`config.mk`:
```
export PLATFORM = sky130hd
export DESIGN_NAME = uart_frame_buffer_flat
export DESIGN_NICKNAME = d
export VERILOG_FILES = /design/src/rtl/uart_frame_buffer_if.sv /design/src/rtl/uart_frame_buffer.sv /design/src/flat_wrapper.sv
export SDC_FILE = /design/constraint.sdc
export NUM_CORES = 2
export LEC_CHECK = 0
export CAP_MARGIN = 40
export CORE_ASPECT_RATIO = 0.75
export CORE_MARGIN = 2
export CORE_UTILIZATION = 61
export CTS_BUF_LIST = sky130_fd_sc_hd__clkbuf_8
export DETAILED_ROUTE_END_ITERATION = 7
export MAX_ROUTING_LAYER = met4
export PLACE_DENSITY_LB_ADDON = 0.12
export SYNTH_ARGS = -nofsm -noshare
export SYNTH_HDL_FRONTEND = slang
export SYNTH_SLANG_ARGS = --single-unit
```
`constraint.sdc`:
```
create_clock -name clk -period 6.34 [get_ports clk]
set_input_delay 0.634 -clock clk [delete_from_list [all_inputs] [get_ports clk]]
set_output_delay 0.634 -clock clk [all_outputs]
set_load 0.02 [all_outputs]
```
`src/rtl/uart_frame_buffer_if.sv`:
```
// -----------------------------------------------------------------------------
// uart_frame_buffer_if
// Byte stream handshake between the frame buffer and the bootstrap consumer.
//   out_valid : producer -> consumer, out_data holds a payload byte
//   out_ready : consumer -> producer, byte accepted when out_valid && out_ready
//   out_data  : producer -> consumer, payload byte
//   out_last  : producer -> consumer, marks the final payload byte of a frame
// Modports: master = frame buffer (producer), slave = consumer.
// -----------------------------------------------------------------------------
interface uart_frame_buffer_if;
  logic       out_valid;
  logic       out_ready;
  logic [7:0] out_data;
  logic       out_last;

  modport master (
    output out_valid,
    output out_data,
    output out_last,
    input  out_ready
  );

  modport slave (
    input  out_valid,
    input  out_data,
    input  out_last,
    output out_ready
  );
endinterface

```
`src/rtl/uart_frame_buffer.sv`:
```
// -----------------------------------------------------------------------------
// uart_frame_buffer
// Captures NUM_PACKETS-byte frames from the UART receiver into block RAM,
// verifies that the 8-bit sum of all bytes (checksum byte included) is zero,
// then replays bytes 0..NUM_PACKETS-2 over a valid/ready stream.
// Ports:
//   clk, n_rst      : clock, asynchronous active-low reset
//   packet_en/data  : received byte strobe and value
//   packet_count    : receiver's index of the current byte
//   buffer_finish   : marks the last byte of a frame
//   timeout         : receiver saw the line idle (level)
//   out_if          : payload stream (master side)
//   frame_ok        : one-cycle pulse per verified frame
//   frame_count     : number of verified frames since reset (wraps)
//   session_done    : clean end of session (level)
//   frame_err       : sticky protocol/checksum/overrun error
// -----------------------------------------------------------------------------
module uart_frame_buffer #(
  parameter int NUM_PACKETS = 256,
  parameter int COUNT_BITS  = 16
) (
  input  logic                           clk,
  input  logic                           n_rst,
  input  logic                           packet_en,
  input  logic [7:0]                     data,
  input  logic [$clog2(NUM_PACKETS)-1:0] packet_count,
  input  logic                           buffer_finish,
  input  logic                           timeout,
  uart_frame_buffer_if.master            out_if,
  output logic                           frame_ok,
  output logic [COUNT_BITS-1:0]          frame_count,
  output logic                           session_done,
  output logic                           frame_err
);
  localparam int AW = $clog2(NUM_PACKETS);
  localparam logic [AW-1:0] LAST_IDX = AW'(NUM_PACKETS - 1);
  localparam logic [AW-1:0] LAST_OUT = AW'(NUM_PACKETS - 2);

  typedef enum logic [2:0] {FILL, CHECK, DRAIN, ERROR, DONE} state_t;

  logic [7:0]            mem [NUM_PACKETS];
  logic [7:0]            ram_q;
  state_t                state_q;
  logic [AW-1:0]         wr_ptr_q;
  logic [AW-1:0]         rd_ptr_q;
  logic [7:0]            sum_q;
  logic [7:0]            sum_d;
  logic                  rv_q;        // ram_q holds a byte not yet forwarded
  logic                  rlast_q;     // that byte is the final payload byte
  logic                  out_valid_q;
  logic [7:0]            out_data_q;
  logic                  out_last_q;
  logic                  frame_ok_q;
  logic [COUNT_BITS-1:0] frame_count_q;
  logic                  session_done_q;
  logic                  frame_err_q;

  logic wr_en;
  logic rd_en;
  logic out_free;
  logic out_hs;
  logic advance;
  logic rd_pending;

  assign sum_d      = sum_q + data;
  assign out_free   = !out_valid_q || out_if.out_ready;
  assign out_hs     = out_valid_q && out_if.out_ready;
  assign advance    = rv_q && out_free;
  assign rd_pending = (rd_ptr_q != LAST_IDX);
  assign wr_en      = (state_q == FILL) && packet_en;
  // The first read is issued during CHECK so byte 0 reaches the output
  // register two cycles later. In DRAIN a read is issued whenever the RAM
  // output register is empty or is being forwarded this cycle; ram_q itself
  // is the skid entry that holds a read-ahead byte while the consumer stalls.
  assign rd_en      = (state_q == CHECK) ||
                      ((state_q == DRAIN) && rd_pending && (!rv_q || out_free));

  // Frame storage: write port from the receiver, registered read port.
  always_ff @(posedge clk) begin
    if (wr_en) mem[wr_ptr_q] <= data;
    if (rd_en) ram_q <= mem[rd_ptr_q];
  end

  always_ff @(posedge clk or negedge n_rst) begin
    if (!n_rst) begin
      state_q        <= FILL;
      wr_ptr_q       <= '0;
      rd_ptr_q       <= '0;
      sum_q          <= '0;
      rv_q           <= 1'b0;
      rlast_q        <= 1'b0;
      out_valid_q    <= 1'b0;
      out_data_q     <= '0;
      out_last_q     <= 1'b0;
      frame_ok_q     <= 1'b0;
      frame_count_q  <= '0;
      session_done_q <= 1'b0;
      frame_err_q    <= 1'b0;
    end else begin
      frame_ok_q <= 1'b0;
      case (state_q)
        FILL: begin
          if (packet_en) begin
            wr_ptr_q <= wr_ptr_q + 1'b1;
            sum_q    <= sum_d;
            if (packet_count != wr_ptr_q) begin
              state_q     <= ERROR;
              frame_err_q <= 1'b1;
            end else if (wr_ptr_q == LAST_IDX) begin
              if (buffer_finish) begin
                state_q <= CHECK;
              end else begin
                state_q     <= ERROR;
                frame_err_q <= 1'b1;
              end
            end else if (buffer_finish) begin
              state_q     <= ERROR;
              frame_err_q <= 1'b1;
            end
          end else if (timeout) begin
            if (wr_ptr_q == '0) begin
              state_q        <= DONE;
              session_done_q <= 1'b1;
            end else begin
              state_q     <= ERROR;
              frame_err_q <= 1'b1;
            end
          end
        end

        CHECK: begin
          if (packet_en || (sum_q != 8'd0)) begin
            state_q     <= ERROR;
            frame_err_q <= 1'b1;
          end else begin
            state_q       <= DRAIN;
            frame_ok_q    <= 1'b1;
            frame_count_q <= frame_count_q + 1'b1;
            rd_ptr_q      <= rd_ptr_q + 1'b1;
            rv_q          <= 1'b1;
            rlast_q       <= (rd_ptr_q == LAST_OUT);
          end
        end

        DRAIN: begin
          if (packet_en) begin
            state_q     <= ERROR;
            frame_err_q <= 1'b1;
            out_valid_q <= 1'b0;
            rv_q        <= 1'b0;
          end else begin
            if (advance) begin
              out_valid_q <= 1'b1;
              out_data_q  <= ram_q;
              out_last_q  <= rlast_q;
            end else if (out_hs) begin
              out_valid_q <= 1'b0;
            end

            if (rd_en) begin
              rd_ptr_q <= rd_ptr_q + 1'b1;
              rv_q     <= 1'b1;
              rlast_q  <= (rd_ptr_q == LAST_OUT);
            end else if (advance) begin
              rv_q <= 1'b0;
            end

            // Final payload byte accepted: the buffer is free for the next
            // frame, or the session ends if the receiver already timed out.
            if (out_hs && out_last_q) begin
              out_valid_q    <= 1'b0;
              out_last_q     <= 1'b0;
              rv_q           <= 1'b0;
              rd_ptr_q       <= '0;
              wr_ptr_q       <= '0;
              sum_q          <= '0;
              state_q        <= timeout ? DONE : FILL;
              session_done_q <= timeout;
            end
          end
        end

        default: begin
          // ERROR and DONE are terminal until reset.
          out_valid_q <= 1'b0;
        end
      endcase
    end
  end

  assign out_if.out_valid = out_valid_q;
  assign out_if.out_data  = out_data_q;
  assign out_if.out_last  = out_last_q;
  assign frame_ok         = frame_ok_q;
  assign frame_count      = frame_count_q;
  assign session_done     = session_done_q;
  assign frame_err        = frame_err_q;
endmodule
```
`src/flat_wrapper.sv`:
```
// flat-port wrapper written by rule: the top's interface ports become plain ports
module uart_frame_buffer_flat 
#(
  parameter int NUM_PACKETS = 256,
  parameter int COUNT_BITS  = 16
)
  (clk, n_rst, packet_en, data, packet_count, buffer_finish, timeout, frame_ok, frame_count, session_done, frame_err, out_if_out_valid, out_if_out_data, out_if_out_last, out_if_out_ready);
  uart_frame_buffer_if out_if_i ();
  input  logic clk;
  input  logic n_rst;
  input  logic packet_en;
  input  logic [7:0] data;
  input  logic [$clog2(NUM_PACKETS)-1:0] packet_count;
  input  logic buffer_finish;
  input  logic timeout;
  output logic frame_ok;
  output logic [COUNT_BITS-1:0] frame_count;
  output logic session_done;
  output logic frame_err;
  output wire logic [$bits(out_if_i.out_valid)-1:0] out_if_out_valid;
  output wire logic [$bits(out_if_i.out_data)-1:0] out_if_out_data;
  output wire logic [$bits(out_if_i.out_last)-1:0] out_if_out_last;
  input wire logic [$bits(out_if_i.out_ready)-1:0] out_if_out_ready;
  assign out_if_out_valid = out_if_i.out_valid;
  assign out_if_out_data = out_if_i.out_data;
  assign out_if_out_last = out_if_i.out_last;
  assign out_if_i.out_ready = out_if_out_ready;
  uart_frame_buffer #(.NUM_PACKETS(NUM_PACKETS), .COUNT_BITS(COUNT_BITS)) u_core (.clk(clk), .n_rst(n_rst), .packet_en(packet_en), .data(data), .packet_count(packet_count), .buffer_finish(buffer_finish), .timeout(timeout), .out_if(out_if_i), .frame_ok(frame_ok), .frame_count(frame_count), .session_done(session_done), .frame_err(frame_err));
endmodule
```
# Word-level counts from Yosys, hierarchy flattened
# Memories as Yosys holds them, arrays and structs flattened. A register that Yosys moved wholly into a read port is not among the register bits.
# Cells that the tools add are included.
# word_totals
n_memories,1
inputBits,22
register_bits,58
mem_bits_rw,2048
output_inout_bits,29
# mem_list
memory,words,width,read_ports,rd_ports_with_merged_regs,wr,line_no,text
u_core.mem,256,8,1,1,1,uart_frame_buffer.sv:41,logic [7:0] mem [NUM_PACKETS];
# op_classes
mux,60
add_sub_neg,4
eq_ne,24
bitwise,3
reduce_logical,31
# op_table
op,n
two-way mux 8 bit,8
case mux 8 bit (2 select lines),3
two-way mux 1 bit,33
two-way mux 3 bit,9
"inequality test 2 bit, second input constant",9
"adder 16 x 1 -> 16 bit, second input constant",1
"adder 8 x 1 -> 8 bit, second input constant",2
"equality test 8 bit, second input constant",2
AND reduction 4 bit,4
"inequality test 5 x 3 -> 1 bit, second input constant",2
"inequality test 5 bit, second input constant",2
"inequality test 3 bit, second input constant",3
case mux 3 bit (3 select lines),1
AND reduction 3 bit,3
adder 8 bit,1
zero test 8 bit,1
inequality test 8 bit,1
"inequality test 8 bit, second input constant",1
case mux 1 bit (2 select lines),4
nonzero test 8 bit,1
AND reduction 7 bit,1
logical AND 1 bit,6
AND reduction 6 bit,1
nonzero test 2 bit,3
13 further kinds,20

# Depth between registers and ports, before layout
# logic_depth
word_depth,9
depth_mapped,12
ltp_nobuf,9

# Worst setup path before layout
# Ideal clock, no wire load.
# synth_timing
path_type,reg-to-reg
start,register u_core.rd_ptr_q[1]
end,"register u_core.ram_q[2], read port of u_core.mem, data pin"
synth_period_minus_slack_ps,2692
arrival_time_ps,2409
stages_incl_launch_ff,11
t_required_ps,6056
setup_slack_ps,3648
path_cell_list,dfrtp_1 -> clkbuf_1 -> buf_6 -> buf_2 -> buf_2 -> buf_1 -> mux4_2 -> mux2i_1 -> a21oi_1 -> o41ai_1 -> o311ai_0
# synth_between
elab_chain_cells,4
# synth_lines
element,line_no,text
"start, declared",uart_frame_buffer.sv:45,logic [AW-1:0] rd_ptr_q;
"start signal, assigned",uart_frame_buffer.sv:139,rd_ptr_q <= rd_ptr_q + 1'b1;
"start signal, assigned",uart_frame_buffer.sv:161,rd_ptr_q <= rd_ptr_q + 1'b1;
inequality test 8 bit,uart_frame_buffer.sv:69,assign rd_pending = (rd_ptr_q != LAST_IDX);
logical AND 1 bit (2 in series),uart_frame_buffer.sv:76,((state_q == DRAIN) && rd_pending && (!rv_q || out_free));
logical OR 1 bit,uart_frame_buffer.sv:75,assign rd_en = (state_q == CHECK) ||
"end, declared",uart_frame_buffer.sv:42,logic [7:0] ram_q;
# Parallel ways exist; a longest one is shown, timed or not.
# A chain may end at the register's enable or synchronous reset.

# Worst setup path after layout
# layout_timing
start,register u_core.rd_ptr_q[0]
end,"register u_core.ram_q[4], read port of u_core.mem, data pin"
# The elaborated chain is that of the path after synthesis.

==> run_results.csv <==
group,metric,value,unit
synth,netlist_area,82600,um2
setup_path,critPathTopFamily,"compound AO/OA/AOI/OAI gates",
power_and_ir_drop,p_int,24.4,mW
final_layout,drive_gt1_share,22.6,%
grt,grt_max_degree,160,
timing,setup_tns,0,ps
min_path,hp-start,"data[1]",
timing,fmax,213,MHz
min_path,whs_path_depth,1,
synth,ys_warn_count,0,
synth,synth_cell_types,71,
timing,fin_skew,43.2,ps
synth,ys_seq_elements,2114,
floorplanning,start_util,61.7,%
clocking,hold_buffers,6,
final_layout,area_growth,10.5,%
grt,grt_pass1_vias,41800,
grt,grt_pass1_wl,305,mm
floorplanning,placeableCoreArea,134000,um2
route,detail_route.wl_per_cell,33.7,um
route,wl,213,mm
clocking,ctsResizeCount,0,
clocking,tritoncts,"yes",
route,num_vias,43200,
floorplanning,die_area,138000,um2
route,ant_nets,0,
timing,hold_viol_final,0,
job,drv_cap,0,
setup_path,worst-path-max-fanout,80,
placement,place_congestion,0.918,
clocking,cts.sinks,2114,
synth,synth_top_cell_by_area,"edfxtp_1",
setup_path,cp.arrival,5380,ps
setup_path,r2r_setup_slack,1650,ps
synth,synth_commonest_cells,"2056 x edfxtp_1, 455 x mux4_2, 332 x nor2_1, 150 x mux2i_1, 106 x nand2_1",
timing,maxSlewViolCount,0,
placement,post-dp-hpwl,130,mm
timing,worstMarginPinSlew,971,ps
floorplanning,die_h,323,um
clocking,clock_latency,1030,ps
final_layout,fin_nets,4348,
final_layout,stdcell_area,91200,um2
synth,yosysSeqAreaShare,76.5,%
synth,yosysMostFrequentCell,"edfxtp_1",
setup_path,crit_chain,"buf_12 -> buf_4 -> mux4_2 -> mux2i_1 -> a211oi_1 -> o41ai_2 -> o311ai_0",
status,status,"finished clean",
setup_path,cp-end-kind,"flop",
synth,yosysTopAreaCellShare,74.8,%
power_and_ir_drop,switching_share,29.8,%
grt,grt_usage,32.2,%
route,first_iter_violations,6162,
synth,synthCells,4025,
power_and_ir_drop,p_per_area,381,nW/um2
timing,relSlewSlack,34.3,%
setup_path,rr_worst_depth,7,
floorplanning,io_pins,51,
grt,antenna_found_initial,11,
synth,avgSynthCellArea,20.5,um2
route,drc_errors,0,
floorplanning,rows,116,
power_and_ir_drop,ir_worst_vdd,0.268,mV
clocking,cts_setup_buffers,0,
synth,synth-edff-count,2056,
clocking,cts.root.buffer_cell,"clkbuf_8",
power_and_ir_drop,clkPwrFrac,29.5,%
route,dr.pass1.iters,6,
timing,setup_viol,0,
power_and_ir_drop,seqPwrFrac,45.5,%
setup_path,critPathMaxStageDelay,940,ps
power_and_ir_drop,leakage,29.1,nW
synth,synth_ff_type,"edfxtp_1",
timing,whs,107,ps
route,avgViaCountPerCell,6.85,
timing,min_period,4690,ps
min_path,hp-class,"in2reg",
setup_path,worst-setup-path-type,"reg2reg",
clocking,clockBufferDepth,4,
clocking,cts_max_level,5,
clocking,cts_buffers,322,
clocking,clk_pin_slew,60,ps
grt,globalRouteOverflowTotal,0,
setup_path,critPathLaunchType,"flop",
synth,async_flop_share,2.74,%
setup_path,required,7030,ps
placement,numPortBuffers,50,
power_and_ir_drop,p_sw,10.4,mW
power_and_ir_drop,pwr-share-comb,25.0,%
timing,fin_crit_sh,74.0,%
setup_path,rr_startpoint,"u_core.rd_ptr_q[0]",
floorplanning,die_w,429,um
placement,place_area,85500,um2
synth,synth.area.top_cells,"edfxtp_1 75%, mux4_2 12%, mux2i_1 1.8%, dfrtp_1 1.8%, nor2_1 1.5%",
min_path,min_to,"u_core.mem[14][1]",
setup_path,r2r-end,"u_core.ram_q[4]",
setup_path,crit_slowest_cell,"dfrtp_4",
setup_path,critPathBufInv,2,
synth,synth_nets,4062,
timing,rsz0062_at_grt,"no",
[cells by family (layout without fill, tap and decap cells)]
group	count (synthesis)	in the layout	share of synthesized area, %
xor+xnor	39	39	0.414
other cells	0	8	0
fa+ha+maj	15	15	0.236
simple gates	613	613	3.23
compound gates	372	372	3.26
buf+inv	247	758	1.69
flops	2114	2114	76.5
mux	625	625	14.6
[how the worst max path moves through the flow]
stage                                  start         endpoint  slack, ps  cells past startpoint
after CTS                 u_core.rd_ptr_q[0]  u_core.ram_q[4]       1640                      7
after floorplan           u_core.rd_ptr_q[1]  u_core.ram_q[2]       3650                     10
after detailed placement  u_core.rd_ptr_q[0]  u_core.ram_q[4]       1670                      7
after global placement    u_core.rd_ptr_q[0]  u_core.ram_q[3]       1020                      7
after global routing      u_core.rd_ptr_q[0]  u_core.ram_q[4]       1450                      7
final                     u_core.rd_ptr_q[0]  u_core.ram_q[4]       1650                      7
[area by class of cell]
class / count / area (um2)
antenna: 8 / 20.0
clock buffer: 335 / 4610
clock inverter: 214 / 1040
fill: 8479 / 42600
inverter: 14 / 55.1
multi-input combinational: 1664 / 18100
sequential: 2114 / 63200
tap: 1770 / 2210
timing repair buffer: 195 / 2030
[registers in the layout, summed over array words and instances (netlist names), 3 cells and up]
signal,flops
u_core.mem,2048
u_core.rd_ptr_q,8
u_core.out_if.out_data,8
u_core.wr_ptr_q,8
u_core.frame_count,16
u_core.state_q,3
u_core.sum_q,8
u_core.ram_q,8
[power by group through the flow]
stage	Clock (mW)	Sequential (mW)	Combinational (mW)
after detailed placement	0	16.1	8.60
after floorplan	0	15.9	6.14
after global routing	11.0	15.8	9.13
after CTS	10.4	15.8	8.63
after global placement	0	16.1	8.48
final	10.3	15.8	8.69
[cells in the final DEF (no fill, tap or decap), types with 7 or more instances in the layout]
cell type,n
diode_2,8
bufinv_16,7
dfrtp_1,54
buf_8,9
a22oi_1,99
clkdlybuf4s50_1,41
buf_12,21
a31oi_1,15
a22o_1,24
and2_1,9
o2111ai_1,8
nand2b_1,9
nor2_1,327
inv_1,114
a21oi_1,43
buf_4,99
nand3_1,63
o21ai_0,38
nor3_1,25
nand2_1,96
nand4_1,16
a211oi_1,18
o211ai_1,21
o22ai_1,23
xor2_1,12
mux2_2,13
a221oi_1,39
nand2_2,10
clkinv_2,31
clkinv_1,70
mux2i_1,150
xnor2_1,27
and3_1,13
mux4_2,455
mux4_1,7
ha_1,14
clkbuf_8,340
edfxtp_1,2056
[routing by layer]
| layer | track usage [%] | wire [um] | vias up |
|---|---|---|---|
| met5 | - | 0 | - |
| met4 | 9.23 | 5460 | 0 |
| met1 | 47.7 | 85600 | 22600 |
| li1 | - | - | 17300 |
| met2 | 44.8 | 94800 | 2982 |
| met3 | 8.40 | 26700 | 345 |
[through the flow]
stage / instances / power [mW] / worst slack (ps) / utilization [%]
after floorplan: 4025 / 22.0 / 3650 / -
after global placement: 5713 / 24.6 / 1020 / 63.5
after detailed placement: 5748 / 24.7 / 1670 / 63.9
after CTS: 6303 / 34.8 / 1640 / 68.2
after global routing: 6310 / 35.9 / 1450 / 68.2
final: 6314 / 34.8 / 1650 / 68.2
Power figures use the tool's default switching activity.
